### config.mk
export PLATFORM = sky130hd
export DESIGN_NAME = regfile_access_ctrl
export DESIGN_NICKNAME = d
export VERILOG_FILES = /design/src/rtl/regfile_access_ctrl.sv
export SDC_FILE = /design/constraint.sdc
export NUM_CORES = 1
export LEC_CHECK = 0
export ABC_AREA = 1
export CAP_MARGIN = 20
export CORE_ASPECT_RATIO = 2
export CORE_MARGIN = 3
export CORE_UTILIZATION = 34
export CTS_BUF_LIST = sky130_fd_sc_hd__clkbuf_2 sky130_fd_sc_hd__clkbuf_4 sky130_fd_sc_hd__clkbuf_8
export DETAILED_ROUTE_END_ITERATION = 6
export GPL_ROUTABILITY_DRIVEN = 0
export PLACE_DENSITY = 0.89
export SYNTH_ARGS = -nofsm -noshare
export SYNTH_HDL_FRONTEND = slang
export SYNTH_SLANG_ARGS = --single-unit
### constraint.sdc
create_clock -name Clk -period 2 [get_ports Clk]
set_input_delay 0.6 -clock Clk [delete_from_list [all_inputs] [get_ports Clk]]
set_output_delay 0.6 -clock Clk [all_outputs]
set_load 0.05 [all_outputs]
### src/rtl/regfile_access_ctrl.sv
// Command-driven initiator for a 32-entry 2R/1W register file.
// Issues read/write/clear accesses and holds read data in a one-entry response buffer.
module regfile_access_ctrl #(
  parameter int RF_DEPTH   = 32,
  parameter int DATA_WIDTH = 32,
  parameter int ADDR_WIDTH = 5
) (
  input  logic                  Clk,
  input  logic                  Reset_n,
  input  logic                  cmd_valid,
  output logic                  cmd_ready,
  input  logic [1:0]            cmd_op,
  input  logic [ADDR_WIDTH-1:0] cmd_addrA,
  input  logic [ADDR_WIDTH-1:0] cmd_addrB,
  input  logic [DATA_WIDTH-1:0] cmd_data,
  output logic                  rsp_valid,
  input  logic                  rsp_ready,
  output logic [DATA_WIDTH-1:0] rsp_dataA,
  output logic [DATA_WIDTH-1:0] rsp_dataB,
  output logic                  clear_done,
  output logic                  err,
  output logic [ADDR_WIDTH-1:0] rf_WriteAddr,
  output logic                  rf_WriteEn,
  output logic [DATA_WIDTH-1:0] rf_data_i,
  output logic [ADDR_WIDTH-1:0] rf_ReadA,
  output logic [ADDR_WIDTH-1:0] rf_ReadB,
  output logic                  rf_ReadAEn,
  output logic                  rf_ReadBEn,
  input  logic [DATA_WIDTH-1:0] rf_data_oA,
  input  logic [DATA_WIDTH-1:0] rf_data_oB
);

  typedef enum logic {ST_IDLE = 1'b0, ST_CLEAR = 1'b1} state_t;

  localparam logic [1:0]            OP_READ  = 2'd0;
  localparam logic [1:0]            OP_WRITE = 2'd1;
  localparam logic [1:0]            OP_CLEAR = 2'd2;
  localparam logic [ADDR_WIDTH-1:0] LAST_IDX = ADDR_WIDTH'(RF_DEPTH - 1);

  state_t                state_r;
  state_t                state_nxt_s;
  logic [ADDR_WIDTH-1:0] cnt_r;
  logic                  accept_s;
  logic                  rd_acc_s;
  logic                  wr_acc_s;
  logic                  clr_acc_s;
  logic                  rsv_acc_s;
  logic                  last_s;

  assign cmd_ready = (state_r == ST_IDLE) && (!rsp_valid || rsp_ready);
  // Qualifying with Reset_n keeps every file enable low while reset is held.
  assign accept_s  = cmd_valid && cmd_ready && Reset_n;
  assign last_s    = (cnt_r == LAST_IDX);

  // Opcode decode of the accepted command
  always_comb begin
    rd_acc_s  = 1'b0;
    wr_acc_s  = 1'b0;
    clr_acc_s = 1'b0;
    rsv_acc_s = 1'b0;
    case (cmd_op)
      OP_READ:  rd_acc_s  = accept_s;
      OP_WRITE: wr_acc_s  = accept_s;
      OP_CLEAR: clr_acc_s = accept_s;
      default:  rsv_acc_s = accept_s;
    endcase
  end

  // State register
  always_ff @(posedge Clk or negedge Reset_n) begin
    if (!Reset_n) begin
      state_r <= ST_IDLE;
    end else begin
      state_r <= state_nxt_s;
    end
  end

  // Next-state logic
  always_comb begin
    state_nxt_s = state_r;
    case (state_r)
      ST_IDLE: begin
        if (clr_acc_s) state_nxt_s = ST_CLEAR;
        else           state_nxt_s = ST_IDLE;
      end
      ST_CLEAR: begin
        if (last_s) state_nxt_s = ST_IDLE;
        else        state_nxt_s = ST_CLEAR;
      end
      default: state_nxt_s = ST_IDLE;
    endcase
  end

  // File port drive
  always_comb begin
    rf_WriteEn   = 1'b0;
    rf_WriteAddr = '0;
    rf_data_i    = '0;
    rf_ReadAEn   = 1'b0;
    rf_ReadBEn   = 1'b0;
    rf_ReadA     = '0;
    rf_ReadB     = '0;
    case (state_r)
      ST_IDLE: begin
        if (rd_acc_s) begin
          rf_ReadAEn = 1'b1;
          rf_ReadBEn = 1'b1;
          rf_ReadA   = cmd_addrA;
          rf_ReadB   = cmd_addrB;
        end else if (wr_acc_s) begin
          rf_WriteEn   = 1'b1;
          rf_WriteAddr = cmd_addrA;
          rf_data_i    = cmd_data;
        end else begin
          rf_WriteEn = 1'b0;
        end
      end
      ST_CLEAR: begin
        rf_WriteEn   = Reset_n;
        rf_WriteAddr = cnt_r;
        rf_data_i    = '0;
      end
      default: rf_WriteEn = 1'b0;
    endcase
  end

  // Clear sweep counter; rests at zero outside CLEAR
  always_ff @(posedge Clk or negedge Reset_n) begin
    if (!Reset_n) begin
      cnt_r <= '0;
    end else if (state_r == ST_CLEAR && !last_s) begin
      cnt_r <= cnt_r + 1'b1;
    end else begin
      cnt_r <= '0;
    end
  end

  // Response buffer: a new read refills in the same edge that drains the old one
  always_ff @(posedge Clk or negedge Reset_n) begin
    if (!Reset_n) begin
      rsp_valid <= 1'b0;
      rsp_dataA <= '0;
      rsp_dataB <= '0;
    end else if (rd_acc_s) begin
      rsp_valid <= 1'b1;
      rsp_dataA <= rf_data_oA;
      rsp_dataB <= rf_data_oB;
    end else if (rsp_valid && rsp_ready) begin
      rsp_valid <= 1'b0;
    end else begin
      rsp_valid <= rsp_valid;
    end
  end

  // Completion pulse and sticky reserved-opcode flag
  always_ff @(posedge Clk or negedge Reset_n) begin
    if (!Reset_n) begin
      clear_done <= 1'b0;
      err        <= 1'b0;
    end else begin
      clear_done <= (state_r == ST_CLEAR) && last_s;
      err        <= err || rsv_acc_s;
    end
  end

endmodule

## After elaboration in Yosys (flattened, before gate mapping)

Index checks and enable logic that the tools add are counted.

- Input port bits: 112
- Flip-flop bits (word level): 73
- Output and inout bits: 118
- Logic and storage cells: 50

- Reduce and logical (&&, ||, !) cells: 13
- Bitwise logic cells: 1
- Add/subtract/negate cells: 1
- Multiplexer cells: 25
- Equal/unequal tests: 3

Operator list:

| cell | count |
|---|---|
| $mux 32 | 2 |
| $pmux 32 s2 | 1 |
| $mux 5 | 7 |
| $mux 1 | 12 |
| $pmux 5 s2 | 1 |
| $logic_and 1x1->1 | 6 |
| $add 5x1->5 const B | 1 |
| $eq 5x5->1 const B | 1 |
| $pmux 1 s2 | 2 |
| $reduce_or 3->1 | 1 |
| $eq 2x1->1 const B | 1 |
| $eq 2x2->1 const B | 1 |
| $logic_not 1->1 | 2 |
| $logic_not 2->1 | 1 |
| $logic_or 1x1->1 | 2 |
| $reduce_bool 2->1 | 1 |
| $not 1->1 | 1 |

## Depth between registers and ports, before layout

- Depth in word-level cells: 9
- Mapped depth: 7
- Gate-level depth less buffers: 6

## Worst setup path before layout

Ideal clock, no wire load.

- Path kind: register -> output
- From: reg rsp_valid
- To: out rf_ReadA[0]
- Setup slack: -492 ps
- Arrival: 1892 ps
- Buffers on the path: 2
- Stages on the path, launching flop included: 6
- Cells stage by stage: dfrtp_1 -> nand2_1 -> nand4_1 -> buf_4 -> buf_2 -> nor2_1

- Word-level cells in the longest chain between the ends: 8

Ends and longest elaborated chain:

| element | RTL line | text |
|---|---|---|
| start, declared | 16 | `output logic rsp_valid,` |
| start signal, assigned | 151 | `rsp_valid <= rsp_valid;` |
| $logic_not 1->1 | 50 | `assign cmd_ready = (state_r == ST_IDLE) && (!rsp_valid \|\| rsp_ready);` |
| $logic_or 1x1->1 | 50 |  |
| $logic_and 1x1->1 | 50 |  |
| $logic_and 1x1->1 (2 in a row) | 52 | `assign accept_s = cmd_valid && cmd_ready && Reset_n;` |
| $mux 1 | 61 | `case (cmd_op)` |
| $mux 5 | 105 | `if (rd_acc_s) begin` |
| $mux 5 | 103 | `case (state_r)` |
| end, declared | 25 | `output logic [ADDR_WIDTH-1:0] rf_ReadA,` |

Every way passes these cells.

## Worst setup path in the final report

- From: reg rsp_valid
- To: out rf_data_i[9]

- Word-level cells in the longest chain between the ends: 9
- Elaborated cells on any way between the ends: 10
- Those cells by class: 5 x mux; 5 x reduce/logical

Ends and longest elaborated chain:

| element | RTL line | text |
|---|---|---|
| $logic_not 1->1 (*) | 50 |  |
| $logic_or 1x1->1 (*) | 50 |  |
| $logic_and 1x1->1 (*) | 50 |  |
| $logic_and 1x1->1 (*) (2 in a row) | 52 |  |
| $mux 1 | 61 |  |
| $mux 32 | 110 | `end else if (wr_acc_s) begin` |
| $mux 32 (*) | 105 |  |
| $pmux 32 s2 (*) | 103 |  |
| end, declared | 24 | `output logic [DATA_WIDTH-1:0] rf_data_i,` |

Every way passes the cells marked *; elsewhere a longest branch is shown, timed or not.

==> summary.txt <==
Setup Skew: 0.00808 ns
Peak supply drop: 0.549 mV
Die width: 77.4 um
Reg2Reg Depth: 6
Total GRT Usage: 24.2%
Most common cell on crit path: buf_12
Placed inst area: 6620 um^2
Critical Path RT: 1.40 ns
Setup violations, final: 50
Num CTS Buffers: 9
WHS Endpoint: rsp_dataB[6]$_DFFE_PN0P_
Initial Util: 35.3%
Power consumption: 5.37 mW
Worst Max-Slew Pin Slew: 0.930 ns
Status: finished, violations left
Final Critical Period: 2.30 ns
Worst Setup End Kind: primary output
Final WL: 13.8 mm
First-pass GRT wire length: 21.8 mm
Max Cap Viol: 0
Yosys warnings: 0
Util after Layout: 71.0%
Ratio of final minimum period to clock period: 115%
Layout cell share with drive strength beyond 1: 33.4%
Syn Area/Cell: 7.94 um^2
Mapped Cells: 437
Reg2reg end: cnt_r[2]$_DFF_PN0_
Seq cells post-synth: 73
Reg clk slew, reported paths: 0.07 ns
Wirelength per Cell: 17.1 um
Crit-path max FO: 8
Setup ws final: -0.300 ns
Congestion Overflow GR: 0
Clock root cell: clkbuf_8
PD cells: 769 nW/um^2
Worst EP arrival: 1.70 ns
Post-synth net total: 551
Vias in the first global route: 4323
TritonCTS Sinks: 73
Max-slew violations: 0
Initial antenna violation count: 0
Clock Latency Late Sink: 0.35 ns
R2R setup slack: 0.35 ns
Slowest-stage cell, CP: dfrtp_2
Fin nets: 782
Total number of vias: 3957
ANT cells: 0
CP max stage delay: 0.44 ns
CP Launch Type: flip-flop
Crit path cell chain: a21oi_4 > nand3_4 > buf_12 > nor2_4 > buf_12
Leakage: 3.40 nW
Unique masters post-synth: 20
CP Class: flip-flop to primary output
DRC viols: 0
RSZ-0062 raised after global routing: true
P&R area growth vs syn: 101%
CTS tree: yes
Post-CTS Hold Fix Bufs: 0
Bufs on Longest Clock Path: 2
Worst r2r src: cnt_r[0]$_DFF_PN0_
Vias per cell: 4.92
Die height: 149 um
Fmax: 0.435 GHz
Ports: 230
Htree depth: 3
Final Hold Slack: 0.473 ns
Worst Hold Depth: 2
Dpl ws: -0.651 ns
DR iter-0 viols: 167
Slew HR: 38.0%
Hold Fails Final Rpt: 0
Failing checks: setup timing
Post-route antenna net violation count: 0
Fin area: 6980 um^2
Core ar.: 9830 um^2
Port bufs: 229
Largest net degree at the start of global routing: 74
Hold Path Origin: rsp_dataB[6]$_DFFE_PN0P_
Synthesized area: 3470 um^2
Die Area: 11500 um^2
TritonRoute pass-1 iters: 4
Filler instances: 708
Placement Rows: 51
Min-Delay Path Class: flip-flop to flip-flop
Post-synthesis sequential area ratio: 52.6%
Detail Placement HPWL: 10.0 mm
## placed cells by master, fill, tap and decap left out, drive strengths merged
cell type | synthesis | final
nand2 | 148 | 148
buf | 29 | 148
clkdlybuf4s50 | 0 | 106
dfrtp | 73 | 73
nand4 | 70 | 70
inv | 51 | 50
nor2 | 50 | 50
clkbuf | 6 | 12
clkinvlp | 0 | 3
ha | 2 | 2
clkinv | 0 | 2
nand3 | 2 | 2
a21oi | 1 | 1
or2 | 1 | 1
xor2 | 1 | 1
nor3b | 1 | 1
o21bai | 1 | 1
o21ai | 1 | 1
bufinv | 0 | 1
## worst max-delay path: cells and delay by family, from the launching register on
| family | cells | cell delay [ns] |
|---|---|---|
| flops | 1 | 0.44 |
| buf+inv | 2 | 0.38 |
| simple gates | 2 | 0.36 |
| compound gates | 1 | 0.16 |
## timing repair
| item | CTS | global route |
|---|---|---|
| pin swaps | 10 | 5 |
| resized for setup | 41 | 4 |
| gates cloned | 3 | 0 |
| setup buffers | 3 | 0 |
| endpoints found under the setup margin | 51 | 50 |
## state kept, by name, summed over array words and instances, names as in the netlist
register / cells
rsp_dataA: 32
rsp_dataB: 32
cnt_r: 5
clear_done: 1
err: 1
rsp_valid: 1
state_r: 1
## per-stage QoR
| stage | instances | TNS (ns) |
|---|---|---|
| finish | 805 | -11.60 |
| global route | 805 | -15.27 |
| CTS | 806 | -13.72 |
| detailed placement | 784 | -42.81 |
| global placement | 784 | -38.63 |
| floorplan | 437 | -4.47 |
## per-layer routing
metal	track usage [%]	vias up	wire [um]
li1	-	1852	-
met1	23.9	1910	4500
met2	45.8	158	8030
met3	6.47	37	704
met4	11.1	0	544
met5	0	-	0
## area by class of cell
cell class              instances  area, um^2  share of cell area, %
well taps                     132         165                   2.37
clock buffers                  11         145                   2.08
clock inverters                 5        55.1                  0.789
repair buffers                255        2910                   41.7
inverters                      51         205                   2.94
flip-flops and latches         73        1830                   26.2
multi-input cells             278        1670                   23.9
## kinds of logic (layout without fill, tap and decap cells)
kind of cell	count (synthesis)	after routing	share of synthesized area [%]
AO/OA/AOI/OAI	3	3	0.829
XOR/XNOR	1	1	0.252
adder cells (fa/ha/maj)	2	2	0.721
buffers and inverters	86	322	10.6
flip-flops	73	73	52.6
AND/OR/NAND/NOR	272	272	34.9
## synth_stat cells
master	count	area (um^2)
buf_2	19	95.1
clkbuf_1	6	22.5
buf_1	4	15.0
a21oi_4	1	16.3
inv_2	1	3.75
nand2_1	148	556
o21ai_0	1	5.00
dfrtp_1	73	1830
o21bai_1	1	7.51
nor3b_1	1	7.51
nand4_1	70	438
ha_1	2	25.0
xor2_1	1	8.76
nor2_2	1	6.26
nand3_2	1	10.0
or2_1	1	6.26
buf_4	6	45.0
inv_1	50	188
nor2_1	49	184
nand3_1	1	5.00
## worst max path at each step
stage | slack, ns | depth (start not counted) | end | startpoint
after floorplan | -0.23 | 7 | rf_ReadBEn | Reset_n
final | -0.30 | 5 | rf_data_i[9] | rsp_valid$_DFFE_PN0P_
after global routing | -0.38 | 5 | rf_data_i[9] | rsp_valid$_DFFE_PN0P_
after CTS | -0.35 | 5 | rf_data_i[9] | rsp_valid$_DFFE_PN0P_
after global placement | -0.61 | 7 | rf_data_i[0] | rsp_ready
after detailed placement | -0.65 | 7 | rf_data_i[0] | rsp_ready
## power by group
group          switching [mW]  internal (mW)
clock                   0.545          0.620
combinational            1.53          0.806
sequential              0.151           1.71
total                    2.23           3.14
Note: power is estimated with default switching activity, not from simulation.
